<file path="src/rtl/sar_pkg.sv">
// Shared types and sizing helpers for the SAR oversampling sequencer.
package sar_pkg;

  typedef enum logic [1:0] {
    IDLE = 2'd0,
    REQ  = 2'd1,
    WAIT = 2'd2,
    OUT  = 2'd3
  } sar_state_e;

  localparam int SAR_WIDTH_DEF = 8;

  // Summing 2^log2_n samples of width bits needs log2_n extra bits of headroom.
  function automatic int sar_acc_width(input int width, input int log2_n);
    return width + log2_n;
  endfunction

endpackage

</file>
<file path="src/rtl/sar_edge_det.sv">
// Single-bit rising-edge detector: rise is high while din is 1 and was 0 last cycle.
module sar_edge_det (
  input  logic clk,
  input  logic rst,
  input  logic din,
  output logic rise
);

  logic prev_q, prev_d;

  always_comb begin
    prev_d = din;
  end

  always_ff @(posedge clk) begin
    if (rst) prev_q <= 1'b0;
    else     prev_q <= prev_d;
  end

  assign rise = din & ~prev_q;

endmodule

</file>
<file path="src/rtl/sar_oversampler.sv">
// Requests conversions from the SAR controller, averages 2^LOG2_N results and
// hands the mean to the back end over valid/ready; a watchdog aborts stalled bursts.
//
//   state | meaning
//   IDLE  | waiting for start
//   REQ   | go pulse to the controller, watchdog reloaded
//   WAIT  | waiting for a rising edge on adc_valid
//   OUT   | averaged result presented until accepted
module sar_oversampler
  import sar_pkg::*;
#(
  parameter int WIDTH   = SAR_WIDTH_DEF,
  parameter int LOG2_N  = 2,
  parameter int TIMEOUT = 64
) (
  input  logic             clk,
  input  logic             rst,
  input  logic             start,
  input  logic             cont,
  output logic             go,
  input  logic             adc_valid,
  input  logic [WIDTH-1:0] adc_result,
  output logic [WIDTH-1:0] avg_data,
  output logic             avg_valid,
  input  logic             avg_ready,
  output logic             busy,
  output logic             timeout_err
);

  localparam int ACC_W = sar_acc_width(WIDTH, LOG2_N);
  localparam int CNT_W = (LOG2_N > 0) ? LOG2_N : 1;
  localparam int WD_W  = $clog2(TIMEOUT);
  localparam logic [CNT_W-1:0] CNT_LAST = CNT_W'((1 << LOG2_N) - 1);
  localparam logic [WD_W-1:0]  WD_LOAD  = WD_W'(TIMEOUT - 1);

  sar_state_e       state_q, state_d;
  logic [ACC_W-1:0] acc_q, acc_d;
  logic [CNT_W-1:0] cnt_q, cnt_d;
  logic [WD_W-1:0]  wd_q, wd_d;
  logic             go_q, go_d;
  logic             avg_valid_q, avg_valid_d;
  logic [WIDTH-1:0] avg_data_q, avg_data_d;
  logic             busy_q, busy_d;
  logic             timeout_err_q, timeout_err_d;
  logic             adc_rise;
  logic [ACC_W-1:0] acc_sum;

  sar_edge_det u_edge_det (
    .clk  (clk),
    .rst  (rst),
    .din  (adc_valid),
    .rise (adc_rise)
  );

  assign acc_sum = acc_q + ACC_W'(adc_result);

  always_comb begin
    state_d       = state_q;
    acc_d         = acc_q;
    cnt_d         = cnt_q;
    wd_d          = wd_q;
    avg_data_d    = avg_data_q;
    timeout_err_d = timeout_err_q;

    case (state_q)
      IDLE: begin
        if (start) begin
          state_d       = REQ;
          acc_d         = '0;
          cnt_d         = '0;
          timeout_err_d = 1'b0;
        end
      end
      REQ: begin
        state_d = WAIT;
        wd_d    = WD_LOAD;
      end
      WAIT: begin
        // A capture on the last watchdog cycle still counts as an answer.
        if (adc_rise) begin
          acc_d = acc_sum;
          cnt_d = cnt_q + CNT_W'(1);
          if (cnt_q == CNT_LAST) begin
            state_d    = OUT;
            avg_data_d = WIDTH'(acc_sum >> LOG2_N);
          end else begin
            state_d = REQ;
          end
        end else if (wd_q == '0) begin
          state_d       = IDLE;
          timeout_err_d = 1'b1;
        end else begin
          wd_d = wd_q - WD_W'(1);
        end
      end
      OUT: begin
        if (avg_ready) begin
          if (cont) begin
            state_d = REQ;
            acc_d   = '0;
            cnt_d   = '0;
          end else begin
            state_d = IDLE;
          end
        end
      end
      default: state_d = IDLE;
    endcase

    // Outputs are registered from the next state so they line up with it.
    go_d        = (state_d == REQ);
    avg_valid_d = (state_d == OUT);
    busy_d      = (state_d != IDLE);
  end

  always_ff @(posedge clk) begin
    if (rst) begin
      state_q       <= IDLE;
      acc_q         <= '0;
      cnt_q         <= '0;
      wd_q          <= '0;
      go_q          <= 1'b0;
      avg_valid_q   <= 1'b0;
      avg_data_q    <= '0;
      busy_q        <= 1'b0;
      timeout_err_q <= 1'b0;
    end else begin
      state_q       <= state_d;
      acc_q         <= acc_d;
      cnt_q         <= cnt_d;
      wd_q          <= wd_d;
      go_q          <= go_d;
      avg_valid_q   <= avg_valid_d;
      avg_data_q    <= avg_data_d;
      busy_q        <= busy_d;
      timeout_err_q <= timeout_err_d;
    end
  end

  assign go          = go_q;
  assign avg_valid   = avg_valid_q;
  assign avg_data    = avg_data_q;
  assign busy        = busy_q;
  assign timeout_err = timeout_err_q;

endmodule

</file>
<file path="config.mk">
export PLATFORM = sky130hd
export DESIGN_NAME = sar_oversampler
export DESIGN_NICKNAME = d
export VERILOG_FILES = /design/src/rtl/sar_pkg.sv /design/src/rtl/sar_edge_det.sv /design/src/rtl/sar_oversampler.sv
export SDC_FILE = /design/constraint.sdc
export NUM_CORES = 1
export LEC_CHECK = 0
export CORE_AREA = 2 2 64 66
export DETAILED_ROUTE_END_ITERATION = 10
export DIE_AREA = 0 0 66 68
export GPL_TIMING_DRIVEN = 1
export PLACE_DENSITY = 0.7
export SLEW_MARGIN = 20
export SYNTH_ARGS = -nofsm -noshare
export SYNTH_HDL_FRONTEND = slang
export SYNTH_HIERARCHICAL = 1
export SYNTH_SLANG_ARGS = --single-unit
</file>
<file path="constraint.sdc">
create_clock -name clk -period 2.15 [get_ports clk]
set_input_delay 0.3225 -clock clk [delete_from_list [all_inputs] [get_ports clk]]
set_output_delay 0.3225 -clock clk [all_outputs]
set_load 0.02 [all_outputs]
</file>
Yosys cells after proc, flatten, opt, wreduce, memory -nomap -nowiden
Index checks and enable logic that the tools add are counted.

Register bits after elaboration: 33. Word-level logic and storage cells: 62. Bits of input ports: 14. Output and inout port bits: 12.

Muxes and demuxes: 24. Equality and inequality tests: 13. Reductions and logical operators: 10. Add/subtract/negate cells: 3. Bitwise gates (word level): 2.

Operators by type and width (number): 10-bit 2-to-1 mux (4); 10-bit one-hot mux with 3 select lines (1); 2-bit 2-to-1 mux (9); 2-bit != test (second input constant) (7); 6-bit 2-to-1 mux (2); 6-bit one-hot mux with 2 select lines (1); 10-bit by 8-bit adder with 10-bit output (1); 2-bit == test (second input constant) (4); 2-bit one-hot mux with 4 select lines (1); 6-bit logical NOT (1); 2-bit one-hot mux with 3 select lines (1); 3-bit AND reduction (2); 2-bit nonzero test (3); 6-bit by 1-bit subtractor with 6-bit output (second input constant) (1); 5-bit AND reduction (1); 2-bit by 1-bit == test with 1-bit output (second input constant) (2); 1-bit 2-to-1 mux (4); 4-bit AND reduction (1); 3-bit nonzero test (1); 2-bit by 1-bit adder with 2-bit output (second input constant) (1); 2-bit logical NOT (1); 1-bit one-hot mux with 2 select lines (1); 1-bit bitwise AND (1); 1-bit NOT (1).

Logic depth before layout (Yosys ltp)
Depth after elaboration: 5. Mapped depth: 8. Gate-level depth less buffers: 8.

Modules after synthesis
Netlist, hierarchy kept.

By module, submodules not included: sar_oversampler (instances 1, seq. area each 640.6 um2, area an instance 1684.1 um2, cells an instance 193); sar_edge_det (instances 1, seq. area each 20.0 um2, area an instance 47.5 um2, cells an instance 3).

Worst setup path before layout
Ideal clock, no wire load.

Kind: input to register. Start point: input adc_result[0]. End point: register acc_q[6]. Slack: 0.098 ns. Cell stages on the path: 8. Path buffers: 0. Setup time: 0.122 ns. Data required time: 2.028 ns. Arrival: 1.930 ns. Path through: ha_1 inv_1 fa_1 nand2b_1 a21oi_1 a31oi_1 and4_2 a311o_1.

Cells in the longest elaborated chain, start to end: 3.

RTL lines: start: declaration (line sar_oversampler.sv:22) `input logic [WIDTH-1:0] adc_result,`; 10-bit by 8-bit adder with 10-bit output (line sar_oversampler.sv:55) `assign acc_sum = acc_q + ACC_W'(adc_result);`; 10-bit 2-to-1 mux (line sar_oversampler.sv:80) `if (adc_rise) begin`; 10-bit one-hot mux with 3 select lines (line sar_oversampler.sv:65) `case (state_q)`; end signal: assignment (line sar_oversampler.sv:119) `acc_q <= '0;`; end signal: assignment (line sar_oversampler.sv:129) `acc_q <= acc_d;`; end: declaration (line sar_oversampler.sv:37) `logic [ACC_W-1:0] acc_q, acc_d;`.

Every way passes these cells. The select of a mux whose other input is x is not followed. A chain may end at the register's enable or synchronous reset.

Worst setup path in the final report
Start point: register acc_q[0]. End point: register avg_data_q[6], in the netlist avg_data[6].

Cells in the longest elaborated chain, start to end: 1.

RTL lines: 10-bit by 8-bit adder with 10-bit output (line sar_oversampler.sv:55); end signal: assignment (line sar_oversampler.sv:134) `avg_data_q <= avg_data_d;`; end: declaration (line sar_oversampler.sv:42) `logic [WIDTH-1:0] avg_data_q, avg_data_d;`.

Every way passes these cells.

==> impl_results.md <==
- Port Buffers: 25
- Post-synth ARST share: 0%
- Final worst setup slack: about 0.11 ns
- Seq cells post-synth: 33
- GRT overflow: 0
- Vias per cell: ~5.3
- Placed cells: between 200 and 300
- Vias: 1,604
- Chip Width: ~66 microns
- Worst setup startpoint: acc_q[0]
- Pin count of the biggest net entering global routing: 15
- CP startpoint kind: flop
- Crit path capture: avg_data[6]
- Ys Warns: 6
- Number of synthesized flops with an enable pin: 0
- Initial antenna violation count: 0
- Mapped Area: between 1500 and 2000 sq um
- VDD IR max: 358 uV
- Syn Area/Cell: just under 9 sq um
- Fillers: around 340
- DR iter-0 viols: 84
- Finished Cell Area: between 2000 and 2500 sq um
- CTS sink cnt: 33
- H-tree levels: 2
- Clk slew on worst S/H paths: 0.07 ns
- Pre-CTS WS: -0.382 ns
- Flop2flop setup slack: ~0.11 ns
- Yosys top cell area share: 38.2%
- Leakage: ~0.96 nW
- Setup violations, final: 0
- Fmax: 491 MHz
- Worst-Margin Slew: between 0.7 and 0.8 ns
- Max clock buf depth: 2
- Register Area: about 660 sq um
- Gr usage total: roughly a fifth
- Root Driver: clkbuf_8
- Crit-path max FO: 4
- Dpl cell area: around 2200 sq um
- Final wirelength: roughly 3900 microns
- Hpwl dp: 2760 microns
- Area occupied by multi-input gates: between 1000 and 1500 sq um
- Fin nets: 277
- DIE AREA: approximately 4500 sq um
- Post-synth top cells: 33 x dfxtp_1, 21 x nor2_1, 19 x nand2_1, 17 x a21oi_1, 10 x ha_1
- Slew Viols, Final: 0
- Hold WC Path Type: reg2reg
- Layout area overhead: 38.7%
- Core region area: just under 4000 sq um
- CTS Buf Count: 5
- CP Data Required Time: roughly 2.3 ns
- CTS tree: done
- Global-route wire length before repair: roughly 6500 microns
- R2R Path End: avg_data[6]
- # rows: 23
- Syn Inst Count: a little under 200
- Hold_buf cts: 0
- Synth area leader: dfxtp_1
- Fin crit share: a little over nine tenths
- Reg-to-Reg Start: acc_q[0]
- Area contributors post-synth: dfxtp_1 38%, ha_1 7.2%, a21oi_1 4.9%, nor2_1 4.6%, nand2_1 4.1%
- Most common cell in the netlist: dfxtp_1
- RD Place Congestion: approximately 0.85
- DR pass1 iterations: 4
- Final ANT Viol Nets: 0
- Layout cells sized above 1: between 20% and 30%
- Setup crit end kind: flop
- Die H: 68 microns
- Relative slew slack: between 50% and 60%
- Fin. Hold Viols: 0
- Register area share after synthesis: between 30% and 40%
- Path depth of the worst reg2reg path: 9
- Layout Skew: 0.00164 ns
- Post-Layout Cell Count: roughly 300
- DRC: 0
- N_diodes: 0
- I/O pin count: 26
- Max cap viols: 0
- Power per cell area: about 570 nW/um^2
- Post-Syn Nets: between 200 and 250
- Clk Latency, worst-skew pair: about 0.28 ns
- CP Data Arrival Time: 2.21 ns
- Synth cell types: 43
- Vias in the first global route: around 1,400
- Period minus WS final: a little over 2 ns
- Post-synth top flop: dfxtp_1
- Setup Crit Path Kind: reg2reg
- Routed len/inst: 12.7 microns
- Starting Density: between 40 and 50%
- Status: finished, final reports clean
[critical path: stages, from the launching register on]
cell	delay (ns)
dfxtp_2	0.36
ha_4	0.14
inv_2	0.04
fa_2	0.38
nand2b_4	0.15
a21oi_2	0.13
buf_6	0.13
a41oi_4	0.12
and4_1	0.22
a311o_1	0.26
[worst min-delay path by stage]
stage                      from                 to  slack (ns)  cells past startpoint
finish              avg_data[2]        avg_data[2]        0.46                      2
global placement    avg_data[5]        avg_data[5]        0.45                      2
floorplan                   rst  u_edge_det/prev_q        0.39                      1
CTS                 avg_data[2]        avg_data[2]        0.46                      2
detailed placement  avg_data[2]        avg_data[2]        0.45                      2
global route        avg_data[1]        avg_data[1]        0.48                      2
[area by class of cell]
class | instances | area share (%)
Multi-Input combinational cell | 147 | 44.0
Sequential cell | 33 | 27.6
Timing Repair Buffer | 59 | 21.3
Clock buffer | 5 | 2.87
Tap cell | 50 | 2.61
Inverter | 6 | 0.938
Clock inverter | 3 | 0.730
[metrics by stage]
step | utilization, % | hold WS (ns) | setup TNS (ns) | total power (W)
final | 62.3 | 0.458 | 0 | 0.00137
after global routing | 62.3 | 0.481 | -0.00894 | 0.00144
after CTS | 61.3 | 0.459 | 0 | 0.00138
after detailed placement | 57.1 | 0.449 | -2.82 | 0.000908
after global placement | 57.1 | 0.446 | -2.53 | 0.000906
after floorplan | - | 0.387 | 0 | 0.000810
[logic make-up (layout without fill, tap and decap cells)]
kind of cell	after synthesis	in the layout	share of synthesized area, %
xor+xnor	6	6	3.03
buf+inv	16	73	4.70
simple gates	82	82	26.4
compound gates	48	48	19.4
fa+ha+maj	11	11	8.38
flops	33	33	38.2
[power breakdown]
part | total, W | internal, W | switching, W
clock network | 0.000461 | 0.000223 | 0.000238
logic | 0.000246 | 0.000125 | 0.000121
registers | 0.000658 | 0.000636 | 0.0000223
total | 0.00137 | 0.000984 | 0.000382
[sequential cells by signal (all words and copies together) (netlist names)]
register	cells
avg_data	8
busy	1
u_edge_det/prev_q	1
state_q	2
go	1
acc_q	10
avg_valid	1
cnt_q	2
timeout_err	1
wd_q	6
[layout by cell type, fill, tap and decap left out, types with 6 or more instances in the layout]
master and instances:
nand3_1 6, nand2_1 19, buf_4 33, nor2_1 21, a21oi_1 16, clkdlybuf4s50_1 23, dfxtp_1 32, ha_1 9
a22oi_1 6
[layer usage]
metal  GRT usage [%]  routed length (microns)  vias to the layer above
li1                -                        -                      822
met1            24.4                     1870                      745
met2            30.9                     1810                       27
met3            5.76                      121                       10
met4            6.89                       57                        0
met5               0                        0                        -
[repair_timing]
item / CTS / global route
gates resized for setup: 10 / 6
endpoints found under the setup margin: 4 / 5
pin swaps: 6 / 3
setup buffers: 4 / 1
(Power assumes the default switching activity.)
